--- config.mk ---
export PLATFORM = sky130hd
export DESIGN_NAME = mc_ctrl
export DESIGN_NICKNAME = d
export VERILOG_FILES = /design/src/rtl/mc_ctrl_pkg.sv /design/src/rtl/mc_decode.sv /design/src/rtl/mc_ctrl.sv
export SDC_FILE = /design/constraint.sdc
export NUM_CORES = 1
export LEC_CHECK = 0
export CORE_MARGIN = 3
export CORE_UTILIZATION = 35
export CTS_CLUSTER_DIAMETER = 200
export DETAILED_ROUTE_END_ITERATION = 7
export DONT_BUFFER_PORTS = 1
export HOLD_SLACK_MARGIN = 0.06
export REMOVE_ABC_BUFFERS = 1
export SYNTH_ARGS = -nofsm -noshare
export SYNTH_HDL_FRONTEND = slang
export SYNTH_HIERARCHICAL = 1
export SYNTH_SLANG_ARGS = --single-unit
--- constraint.sdc ---
create_clock -name CLK -period 7 [get_ports CLK]
set_clock_uncertainty 0.05 [all_clocks]
set_input_delay 0.7 -clock CLK [delete_from_list [all_inputs] [get_ports CLK]]
set_output_delay 0.7 -clock CLK [all_outputs]
set_load 0.005 [all_outputs]
--- src/rtl/mc_ctrl_pkg.sv ---
// Shared constants for the multicycle MIPS control sequencer:
// opcodes, state encodings and datapath select codes.
package mc_ctrl_pkg;

    localparam logic [5:0] OP_R_FORM = 6'h00;
    localparam logic [5:0] OP_J      = 6'h02;
    localparam logic [5:0] OP_JAL    = 6'h03;
    localparam logic [5:0] OP_BEQ    = 6'h04;
    localparam logic [5:0] OP_BNE    = 6'h05;
    localparam logic [5:0] OP_ADDI   = 6'h08;
    localparam logic [5:0] OP_SLTI   = 6'h0A;
    localparam logic [5:0] OP_ANDI   = 6'h0C;
    localparam logic [5:0] OP_ORI    = 6'h0D;
    localparam logic [5:0] OP_XORI   = 6'h0E;
    localparam logic [5:0] OP_LW     = 6'h23;
    localparam logic [5:0] OP_SW     = 6'h2B;
    localparam logic [5:0] FN_JR     = 6'h08;

    typedef enum logic [3:0] {
        S_FETCH  = 4'd0,
        S_DECODE = 4'd1,
        S_EXEC_R = 4'd2,
        S_EXEC_I = 4'd3,
        S_ADDR   = 4'd4,
        S_MEM_RD = 4'd5,
        S_MEM_WR = 4'd6,
        S_WB_ALU = 4'd7,
        S_WB_MEM = 4'd8,
        S_BRANCH = 4'd9,
        S_JUMP   = 4'd10,
        S_TRAP   = 4'd11
    } state_t;

    typedef enum logic [2:0] {
        C_ALU_R   = 3'd0,
        C_ALU_I   = 3'd1,
        C_MEM     = 3'd2,
        C_BRANCH  = 3'd3,
        C_JUMP    = 3'd4,
        C_ILLEGAL = 3'd5
    } cls_t;

    localparam logic [1:0] PC_SEQ = 2'd0;
    localparam logic [1:0] PC_BR  = 2'd1;
    localparam logic [1:0] PC_JMP = 2'd2;
    localparam logic [1:0] PC_REG = 2'd3;

    localparam logic [1:0] SRCB_RT     = 2'd0;
    localparam logic [1:0] SRCB_FOUR   = 2'd1;
    localparam logic [1:0] SRCB_IMM    = 2'd2;
    localparam logic [1:0] SRCB_IMM_SH = 2'd3;

    localparam logic [1:0] ALU_ADD   = 2'd0;
    localparam logic [1:0] ALU_SUB   = 2'd1;
    localparam logic [1:0] ALU_FUNCT = 2'd2;
    localparam logic [1:0] ALU_IMM   = 2'd3;

    localparam logic [1:0] WD_ALU = 2'd0;
    localparam logic [1:0] WD_MEM = 2'd1;
    localparam logic [1:0] WD_PC4 = 2'd2;

endpackage

--- src/rtl/mc_decode.sv ---
// Opcode classifier: next-state class, immediate extension
// and write-address select for the control sequencer.
module mc_decode
    import mc_ctrl_pkg::*;
(
    input  logic [5:0] op,
    input  logic [5:0] funct,
    output logic [2:0] cls,
    output logic       ext_sel,
    output logic       use_rd,
    output logic       is_lw,
    output logic       is_bne,
    output logic       is_jal,
    output logic       is_jr
);

    always_comb begin
        cls = C_ILLEGAL;
        case (op)
            OP_R_FORM: cls = (funct == FN_JR) ? C_JUMP : C_ALU_R;
            OP_ADDI, OP_SLTI, OP_ANDI,
            OP_ORI, OP_XORI: cls = C_ALU_I;
            OP_LW, OP_SW: cls = C_MEM;
            OP_BEQ, OP_BNE: cls = C_BRANCH;
            OP_J, OP_JAL: cls = C_JUMP;
            default: cls = C_ILLEGAL;
        endcase
    end

    assign ext_sel = (op == OP_ANDI) | (op == OP_ORI) | (op == OP_XORI);
    assign use_rd  = (op == OP_R_FORM);
    assign is_lw   = (op == OP_LW);
    assign is_bne  = (op == OP_BNE);
    assign is_jal  = (op == OP_JAL);
    assign is_jr   = (op == OP_R_FORM) && (funct == FN_JR);

endmodule

--- src/rtl/mc_ctrl.sv ---
// Multicycle control sequencer: steps each instruction through
// fetch/decode/execute/memory/write-back and drives datapath strobes.
module mc_ctrl
    import mc_ctrl_pkg::*;
#(
    parameter int CNT_W = 32
) (
    input  logic             CLK,
    input  logic             RST,
    input  logic [31:0]      Ins,
    input  logic             Zero,
    input  logic             MemAck,
    output logic             MemReq,
    output logic             MemWrite,
    output logic             IorD,
    output logic             IRWrite,
    output logic             PCWrite,
    output logic [1:0]       PCSrc,
    output logic [1:0]       ALUSrcB,
    output logic [1:0]       ALUOp,
    output logic             ExtSel,
    output logic             RegWrite,
    output logic [4:0]       WAddr,
    output logic [1:0]       WdSel,
    output logic             Illegal,
    output logic [CNT_W-1:0] Retired,
    output logic [3:0]       State
);

    state_t            state;
    state_t            nxt;
    logic              illegal;
    logic [CNT_W-1:0]  retired;
    logic [2:0]        cls;
    logic              ext_sel;
    logic              use_rd;
    logic              is_lw;
    logic              is_bne;
    logic              is_jal;
    logic              is_jr;
    logic              reg_wr;
    logic [4:0]        rt;
    logic [4:0]        rd;
    logic              unused_bits;

    assign rt          = Ins[20:16];
    assign rd          = Ins[15:11];
    assign unused_bits = ^{Ins[25:21], Ins[10:6]};

    mc_decode u_decode (
        .op      (Ins[31:26]),
        .funct   (Ins[5:0]),
        .cls     (cls),
        .ext_sel (ext_sel),
        .use_rd  (use_rd),
        .is_lw   (is_lw),
        .is_bne  (is_bne),
        .is_jal  (is_jal),
        .is_jr   (is_jr)
    );

    always_comb begin
        nxt = state;
        case (state)
            S_FETCH:  if (MemAck) nxt = S_DECODE;
            S_DECODE: begin
                case (cls)
                    C_ALU_R:  nxt = S_EXEC_R;
                    C_ALU_I:  nxt = S_EXEC_I;
                    C_MEM:    nxt = S_ADDR;
                    C_BRANCH: nxt = S_BRANCH;
                    C_JUMP:   nxt = S_JUMP;
                    default:  nxt = S_TRAP;
                endcase
            end
            S_EXEC_R, S_EXEC_I: nxt = S_WB_ALU;
            S_ADDR:   nxt = is_lw ? S_MEM_RD : S_MEM_WR;
            S_MEM_RD: if (MemAck) nxt = S_WB_MEM;
            S_MEM_WR: if (MemAck) nxt = S_FETCH;
            S_WB_ALU, S_WB_MEM,
            S_BRANCH, S_JUMP: nxt = S_FETCH;
            S_TRAP:   nxt = S_TRAP;
            default:  nxt = S_FETCH;
        endcase
    end

    always_ff @(posedge CLK) begin
        if (!RST) begin
            state   <= S_FETCH;
            illegal <= 1'b0;
            retired <= '0;
        end else begin
            state <= nxt;
            if (nxt == S_TRAP) illegal <= 1'b1;
            if (nxt == S_FETCH && state != S_FETCH)
                retired <= retired + CNT_W'(1);
        end
    end

    // Strobes are gated by reset so a mid-instruction reset never writes.
    always_comb begin
        MemReq   = 1'b0;
        MemWrite = 1'b0;
        IorD     = 1'b0;
        IRWrite  = 1'b0;
        PCWrite  = 1'b0;
        PCSrc    = PC_SEQ;
        ALUSrcB  = SRCB_RT;
        ALUOp    = ALU_ADD;
        WdSel    = WD_ALU;
        WAddr    = 5'd0;
        reg_wr   = 1'b0;
        if (RST) begin
            case (state)
                S_FETCH: begin
                    MemReq  = 1'b1;
                    IRWrite = MemAck;
                    PCWrite = MemAck;
                end
                S_DECODE: ALUSrcB = SRCB_IMM_SH;
                S_EXEC_R: ALUOp = ALU_FUNCT;
                S_EXEC_I: begin
                    ALUSrcB = SRCB_IMM;
                    ALUOp   = ALU_IMM;
                end
                S_ADDR: ALUSrcB = SRCB_IMM;
                S_MEM_RD: begin
                    MemReq = 1'b1;
                    IorD   = 1'b1;
                end
                S_MEM_WR: begin
                    MemReq   = 1'b1;
                    MemWrite = 1'b1;
                    IorD     = 1'b1;
                end
                S_WB_ALU: begin
                    reg_wr = 1'b1;
                    WAddr  = use_rd ? rd : rt;
                end
                S_WB_MEM: begin
                    reg_wr = 1'b1;
                    WdSel  = WD_MEM;
                    WAddr  = rt;
                end
                S_BRANCH: begin
                    ALUOp   = ALU_SUB;
                    PCSrc   = PC_BR;
                    PCWrite = Zero ^ is_bne;
                end
                S_JUMP: begin
                    PCWrite = 1'b1;
                    PCSrc   = is_jr ? PC_REG : PC_JMP;
                    if (is_jal) begin
                        reg_wr = 1'b1;
                        WAddr  = 5'd31;
                        WdSel  = WD_PC4;
                    end
                end
                default: ;
            endcase
        end
    end

    assign RegWrite = reg_wr && (WAddr != 5'd0);
    assign ExtSel   = RST && ext_sel;
    assign Illegal  = illegal;
    assign Retired  = retired;
    assign State    = state;

endmodule

==> summary.txt, run 1 <==
Commonest cells after routing, fill and taps aside - 37 x dfxtp_1, 32 x nand2_1, 32 x a21oi_1
Area leader, netlist - dfxtp_1
Final setup viols - 0
Top-level I/O count - 93
Synthesis-to-finish area growth - 4.52%
CP Launch Point - Ins[31]
CTS tree - yes
Seq/Total Area, Yosys - 29.1%
Area contributors post-synth - dfxtp_1 29%, a21oi_1 6.3%, nand3_1 4.7%, nand2_1 4.7%, nor2_1 4.4%
CTS root buf - clkbuf_8
Share of cells above drive strength 1 - 6.33%
CP top delay family - simple AND/OR/NAND/NOR gates
RR Startpoint - State[1]
Via-to-Cell Ratio - 5.79
Synth Flop Type - dfxtp_1
Final Max Slew Viols - 0
Core ar. - 6940 µm²
Fill cells - 734
WP data required - 7.15 ns
Overall power - 667 µW
Syn Inst Count - 344
Worst-Skew Late Latency - 0.29 ns
Distinct cell type count after synthesis - 52
Synthesized area per cell - 7.41 µm²
Post-Syn Area - 2550 µm²
Initial antenna violation count - 0
Vias in the first global route - 2,236
Hold WC Path Type - flop to flop
Post-CTS Repair Setup Buffers - 0
Worst Setup EP - Retired[13]
Max_cap viols - 0
Crit. path cell count - 10
Actual slew at the worst max-slew pin - 1.06 ns
Synth Register Bits - 37
Input/output buffers - 0
Setup TNS - 0 ns
Routed WL - 6760 µm
Tmin final - 3.37 ns
Grt ovf - 0
Async SR Flop Fraction - 0%
CTS H-tree lvls - 2
Post-CTS sizing - 0
Number of remaining DRC errors - 0
Initial drt markers - 94
Post-synth top area share - 29.1%
Post-DRT Antenna Nets - 0
RD Place Congestion - 0.788
Leading cell type in the layout, fill and taps excluded - dfxtp_1
Die height - 91.3 µm
Inserted Clock Buffers - 5
Critical path peak fanout - 30
Crit-path most repeated cell - or4_1
Pin count of the biggest net entering global routing - 34
Rel. slew slack - 29.0%
GRT Util Overall - 15.6%
First-pass GRT wire length - 10,900 µm
EDFF count, synth - 0
Critical path's slowest cell - or4_1
CTS clk-pin slew, worst paths - 0.07 ns
Hold buffers post-CTS - 0
FF-to-FF path depth - 6
Tcrit/Tclk final - 48.1%
Worst Setup End Kind - flop
Die W - 91.3 µm
PD cells - 250 nW/µm²
Die area - 8340 µm²
Num Clock Sinks - 37
Layout Nets - 368
Slowest stage delay, CP - 0.61 ns
Ys Warns - 6
Reg2Reg Setup Slack - 4.07 ns
CTS Buffer Depth - 2
Fin. Hold Viols - 0
Worst setup SP type - input pin
Initial Utilization - 36.7%
Peak supply drop - 0.113 mV
Status - completed
CP bufs+invs - 0
CP cell instances - or2_4 -> nor4_4 -> and3_4 -> or4_4 -> nand2b_1 -> or4_1 -> and4_4 -> nand3_2 -> or4_1 -> a21oi_1
Number of diodes - 0
Drt wl/cell - 15.8 µm
Dpl hpwl - 4760 µm
CP Class - input pin to flop
WP data arrival - 3.52 ns
Vias - 2,480
Row cnt - 30
Fmax - 297 MHz
Leakage - 0.000819 µW
Drt pass-1 iters - 4
R2r endpoint - Retired[13]
RSZ-0062 raised after global routing - false
worst min path at each step:
stage | cells after the start | slack, ns | from | end
after floorplan | 2 | 0.42 | Illegal | Illegal
after global placement | 2 | 0.44 | Retired[16] | Retired[16]
after detailed placement | 2 | 0.45 | Retired[16] | Retired[16]
after CTS | 2 | 0.47 | Retired[16] | Retired[16]
after global routing | 2 | 0.48 | Retired[16] | Retired[16]
final | 2 | 0.46 | Retired[16] | Retired[16]
cell type report:
cell class,count,area [µm²],share of cell area [%]
clock buffers,7,96.3,3.62
clock inverters,1,5.00,0.188
inverters,7,26.3,0.986
multi-input cells,280,1680,62.9
flip-flops and latches,37,741,27.8
well taps,96,120,4.51
where the power goes:
part,internal (µW),switching [µW]
sequential,224,55.7
clock,89.1,78.1
combinational,91.2,129
total,405,262
logic make-up (layout without fill, tap and decap cells):
logic type / after synthesis / count (layout) / share of synthesized area (%)
AND/OR/NAND/NOR: 182 / 182 / 40.3
AO/OA/AOI/OAI: 82 / 82 / 19.4
flip-flops: 37 / 37 / 29.1
buffers and inverters: 27 / 15 / 5.20
XOR/XNOR: 8 / 8 / 2.75
multiplexers: 7 / 7 / 2.80
adder cells (fa/ha/maj): 1 / 1 / 0.491
per-stage QoR:
step / area, µm² / std cells / setup slack [ns] / hold slack (ns) / utilization, %
final: 2660 / 428 / 3.63 / 0.460 / 38.4
after CTS: 2660 / 428 / 3.63 / 0.466 / 38.4
after detailed placement: 2560 / 420 / 3.34 / 0.455 / 36.9
after floorplan: 2440 / 324 / 3.73 / 0.415 / -
after global placement: 2560 / 420 / 3.36 / 0.441 / 36.9
after global routing: 2660 / 428 / 3.39 / 0.481 / 38.4
worst min-delay path, cell delays in order, from the launching register on:
cell     delay [ns]
dfxtp_1        0.34
o31ai_1        0.07
a21oi_1        0.05
synth_stat cells (2+ instances only):
library cell  number
buf_6              3
nand3_1           24
nand2_1           32
mux2i_1            6
inv_1              7
dfxtp_1           37
and3_1            11
a31oi_1            4
o21ai_0           21
nand2b_1           9
nor2_1            30
nor4b_1            3
or3_1             12
o21bai_1           4
nor3_1            10
nor3b_1            2
or2_4              2
xnor2_1            8
and4_1             4
o31ai_1            7
clkbuf_1          11
nand3b_1           2
o211ai_1           3
buf_2              4
and2_1             7
a22oi_1            2
nor4_1             4
nor2b_1            7
nand4_1            6
a21oi_1           32
or4_1              9
registers in the layout, indices dropped and copies added (netlist names):
signal / flops
Retired: 32
Illegal: 1
State: 4
per-layer routing:
layer,vias up,global-route usage [%],routed length (µm)
met3,6,5.55,646
met2,96,27.1,3120
met1,1143,18.2,2920
met5,-,0,0
li1,1235,-,-
met4,0,4.15,70
Note: power is estimated with default switching activity, not from simulation.
==> run 2, diff against run 1 <==
- clock period: 7 -> 3.4 ns (I/O delays scaled with it)
==> run 2 against run 1 <==
- critical path type is now flop to output port
- design area is 1.6% higher
- worst hold slack worse by 0.32 ns
- non-clock buffer count is 3 higher
- core utilization is 0.59 points higher
- combinational power is 100% higher
- clock-buffer cell count is 1 lower
- global-route usage is 0.42 points higher
- sequential power is 110% higher
- setup slack worse by 3.1 ns
- highest routed layer unchanged
- via count is 0.48% lower
- cell count is 0.70% higher
- first-iteration DRC count is 11% higher
==> summary.txt, run 2 (synthesis results as in run 1) <==
Status - completed
First-pass GRT wire length - 11,200 µm
Routed WL - 6740 µm
Reg2Reg Setup Slack - 0.72 ns
Die area - 8340 µm²
WP data arrival - 2.50 ns
CP bufs+invs - 0
Dpl hpwl - 4770 µm
Vias in the first global route - 2,315
Leading cell type in the layout, fill and taps excluded - dfxtp_1
Tmin final - 2.89 ns
Pin count of the biggest net entering global routing - 33
WP data required - 3.01 ns
Initial antenna violation count - 0
Initial drt markers - 104
Tcrit/Tclk final - 85.0%
Slowest stage delay, CP - 0.71 ns
GRT Util Overall - 16.0%
Core ar. - 6940 µm²
Grt ovf - 0
CTS root buf - clkbuf_8
Initial Utilization - 36.7%
Hold WC Path Type - input pin to flop
Fin. Hold Viols - 0
Hold buffers post-CTS - 0
CP Class - flop to output port
Fmax - 346 MHz
Post-CTS Repair Setup Buffers - 0
CP cell instances - nor2b_1 -> and3_1 -> o21ai_0 -> a31oi_1 -> or4b_2
Layout Nets - 371
Drt pass-1 iters - 4
Max reg flops - 32
Worst Setup End Kind - output port
Worst setup SP type - flop
CTS clk-pin slew, worst paths - 0.07 ns
CP top delay family - simple AND/OR/NAND/NOR gates
CTS H-tree lvls - 2
Synthesis-to-finish area growth - 6.14%
Top-level I/O count - 93
CTS Buffer Depth - 2
Drt wl/cell - 15.6 µm
Actual slew at the worst max-slew pin - 0.750 ns
RSZ-0062 raised after global routing - false
Peak supply drop - 0.207 mV
CTS tree - yes
Inserted Clock Buffers - 5
Via-to-Cell Ratio - 5.73
Setup TNS - 0 ns
Final Max Slew Viols - 0
Post-CTS sizing - 0
Num Clock Sinks - 37
PD cells - 528 nW/µm²
Input/output buffers - 0
Die W - 91.3 µm
Share of cells above drive strength 1 - 7.16%
Final setup viols - 0
Number of remaining DRC errors - 0
Final setup margin - 0.511 ns
Critical path's slowest cell - or4b_2
Pre-CTS WS - 0.415 ns
Post-DRT Antenna Nets - 0
Post-DP Area - 2580 µm²
RD Place Congestion - 0.783
Placed insts - 423
Post-route cell area - 2710 µm²
Worst-Skew Late Latency - 0.30 ns
Leakage - 0.000837 µW
Max_cap viols - 0
Row cnt - 30
Fin cells - 431
Critical path peak fanout - 21
Number of diodes - 0
Die height - 91.3 µm
Commonest cells after routing, fill and taps aside - 37 x dfxtp_1, 32 x nand2_1, 32 x a21oi_1
Rel. slew slack - 49.9%
Vias - 2,468
run 2: per-stage QoR:
stage               hold slack, ns  total power [µW]  utilization (%)
floorplan                    0.415               911                -
global placement             0.435              1020             37.2
detailed placement           0.443              1030             37.2
CTS                          0.125              1440             39.0
global route                 0.136              1530             39.0
finish                       0.139              1430             39.0
run 2: cell type report:
class | instances | area [µm²]
fill | 744 | 4240
multi-input combinational | 280 | 1680
sequential | 37 | 741
tap | 96 | 120
clock buffer | 6 | 82.6
clock inverter | 2 | 37.5
inverter | 7 | 26.3
timing repair buffer | 3 | 22.5
run 2: path summary, 6_finish.rpt:
| check | endpoint | cells past startpoint | from |
|---|---|---|---|
| hold / removal | Retired[1] | 2 | RST |
| hold reg to reg | Retired[16] | 2 | Retired[16] |
| setup reg to reg | Retired[16] | 7 | State[1] |
| setup / recovery | RegWrite | 5 | State[2] |
run 2: metal layers:
layer | vias to the layer above | wire [µm] | GRT usage, %
met5 | - | 0 | 0
met4 | 0 | 87 | 4.90
met3 | 6 | 630 | 5.97
met2 | 91 | 3100 | 27.3
met1 | 1129 | 2920 | 18.7
li1 | 1242 | - | -
run 2: report_power, final:
part	leakage [µW]	total, µW	internal (µW)	switching, µW
clock	0.0000574	406	239	167
sequential	0.000299	575	462	113
combinational	0.000480	448	189	259
==> run 3, diff against run 2 <==
- clock period: 3.4 -> 2.3 ns (I/O delays scaled with it)
==> run 3 against run 2 <==
- the flow now finishes with violations (negative setup slack)
- non-clock buffer count increased by 47
- clock-buffer cell count unchanged
- die area unchanged
- cell count increased by 11%
- global-route usage increased by 1.2 points
- power increased by 60%
- critical path depth increased by 5
- core utilization increased by 8.6 points
- sequential share of layout area decreased by 4.7 points
- largest cell class unchanged
- largest power group is now combinational logic
- highest routed layer unchanged
==> summary.txt, run 3 (synthesis results as in run 1) <==
Post-DRT Antenna Nets - 0
Pre-CTS WS - -0.414 ns
Pin count of the biggest net entering global routing - 25
Initial drt markers - 99
Final setup viols - 19
Seq pwr share - 33.5%
Critical path's slowest cell - or4_4
CTS Buffer Depth - 2
Share of cells above drive strength 1 - 28.5%
WP data arrival - 2.59 ns
P_int - 1380 µW
Num Clock Sinks - 37
Fin. Hold Viols - 0
Worst-Skew Late Latency - 0.29 ns
Tcrit/Tclk final - 105%
Initial antenna violation count - 0
Setup TNS - -1.27 ns
Fmax - 414 MHz
Worst setup SP type - input pin
Max_cap viols - 0
Combinational power share - 47.0%
Layout Nets - 418
First-pass GRT wire length - 12,200 µm
Status - complete, but fails checks
Vias in the first global route - 2,596
Die area - 8340 µm²
Hold WC Path Type - input pin to flop
Initial Utilization - 36.7%
Worst hold margin - 0.0984 ns
Die W - 91.3 µm
Row cnt - 30
CTS tree - yes
Drt wl/cell - 15.5 µm
Final setup margin - -0.115 ns
Routed WL - 7420 µm
Max reg flops - 32
Failing checks - negative setup slack
CP bufs+invs - 1
Core ar. - 6940 µm²
Post-DP Area - 2900 µm²
Via-to-Cell Ratio - 5.61
CTS clk-pin slew, worst paths - 0.07 ns
Peak supply drop - 0.393 mV
Clock power share - 19.5%
Input/output buffers - 0
Synthesis-to-finish area growth - 29.6%
CP Class - input pin to flop
Vias - 2,683
Number of remaining DRC errors - 0
CP top delay family - simple AND/OR/NAND/NOR gates
Leakage - 0.00113 µW
Top-level I/O count - 93
WP data required - 2.48 ns
Die height - 91.3 µm
Drt pass-1 iters - 4
RSZ-0062 raised after global routing - true
Inserted Clock Buffers - 5
Post-route cell area - 3300 µm²
GRT Util Overall - 17.3%
Layout Utilization - 47.6%
Leading cell type in the layout, fill and taps excluded - buf_4
Grt ovf - 0
CTS H-tree lvls - 2
Switching part of the total - 39.5%
Actual slew at the worst max-slew pin - 0.446 ns
Slowest stage delay, CP - 0.55 ns
Rel. slew slack - 69.9%
Dpl hpwl - 5320 µm
Worst Setup End Kind - flop
Commonest cells after routing, fill and taps aside - 43 x buf_4, 33 x dfxtp_1, 32 x nand2_1
Tmin final - 2.42 ns
Psw - 902 µW
PD cells - 692 nW/µm²
CTS root buf - clkbuf_8
Number of diodes - 0
CP cell instances - nor4b_1 -> and3_4 -> or4_4 -> a211o_1 -> nand4_2 -> and3_4 -> nand3_4 -> buf_12 -> or4_4 -> a21oi_2
Final Max Slew Viols - 0
Critical path peak fanout - 5
RD Place Congestion - 0.858
run 3: cell types whose count changed in the layout (fill, tap and decap cells not counted), sizes merged:
cell / delta
buf: +45
clkbuf: +1
clkinv: +2
bufinv: -1
dlygate4sd3: +1
inv: -1
run 3: repair_timing:
item,CTS,global route
hold buffers,1,0
endpoints found under the setup margin,25,31
gates resized for setup,13,41
pin swaps,9,36
endpoints found under the hold margin,5,0
cloned,1,1
setup buffers,0,6
run 3: per-layer routing:
| layer | part of all wire (%) | wire, µm | up-vias | track usage, % |
|---|---|---|---|---|
| li1 | - | - | 1332 | - |
| met1 | 41 | 3020 | 1252 | 20.3 |
| met2 | 49 | 3670 | 89 | 30.2 |
| met3 | 8.5 | 634 | 10 | 5.72 |
| met4 | 1.2 | 89 | 0 | 4.27 |
| met5 | 0 | 0 | - | 0 |
run 3: layout make-up:
cell class                 instances  area [µm²]
clock buffer                       6        72.6
timing repair buffer              50         452
multi-input combinational        280        1870
clock inverter                     2        10.0
sequential                        37         751
inverter                           7        30.0
tap                               96         120
fill                             684        3640
run 3: worst paths after layout:
check,cells past startpoint,slack (ns),from,endpoint
hold / removal,2,0.1,RST,State[2]
setup reg to reg,8,0.13,State[3],Retired[16]
hold reg to reg,2,0.46,Illegal,Illegal
setup / recovery,10,-0.12,Ins[3],Retired[16]
run 3: stage by stage:
step	std cells	total power, µW
after global placement	461	1670
final	478	2280
after CTS	471	2170
after global routing	478	2440
after detailed placement	461	1680
after floorplan	324	1350
run 3: power by group through the flow:
stage          sequential [µW]  combinational [µW]  clock (µW)
2_1_floorplan              808                 539           0
3_3_place_gp               775                 899           0
3_5_place_dp               773                 907           0
4_1_cts                    764                 942         461
5_1_grt                    772                1180         489
6_report                   766                1070         445
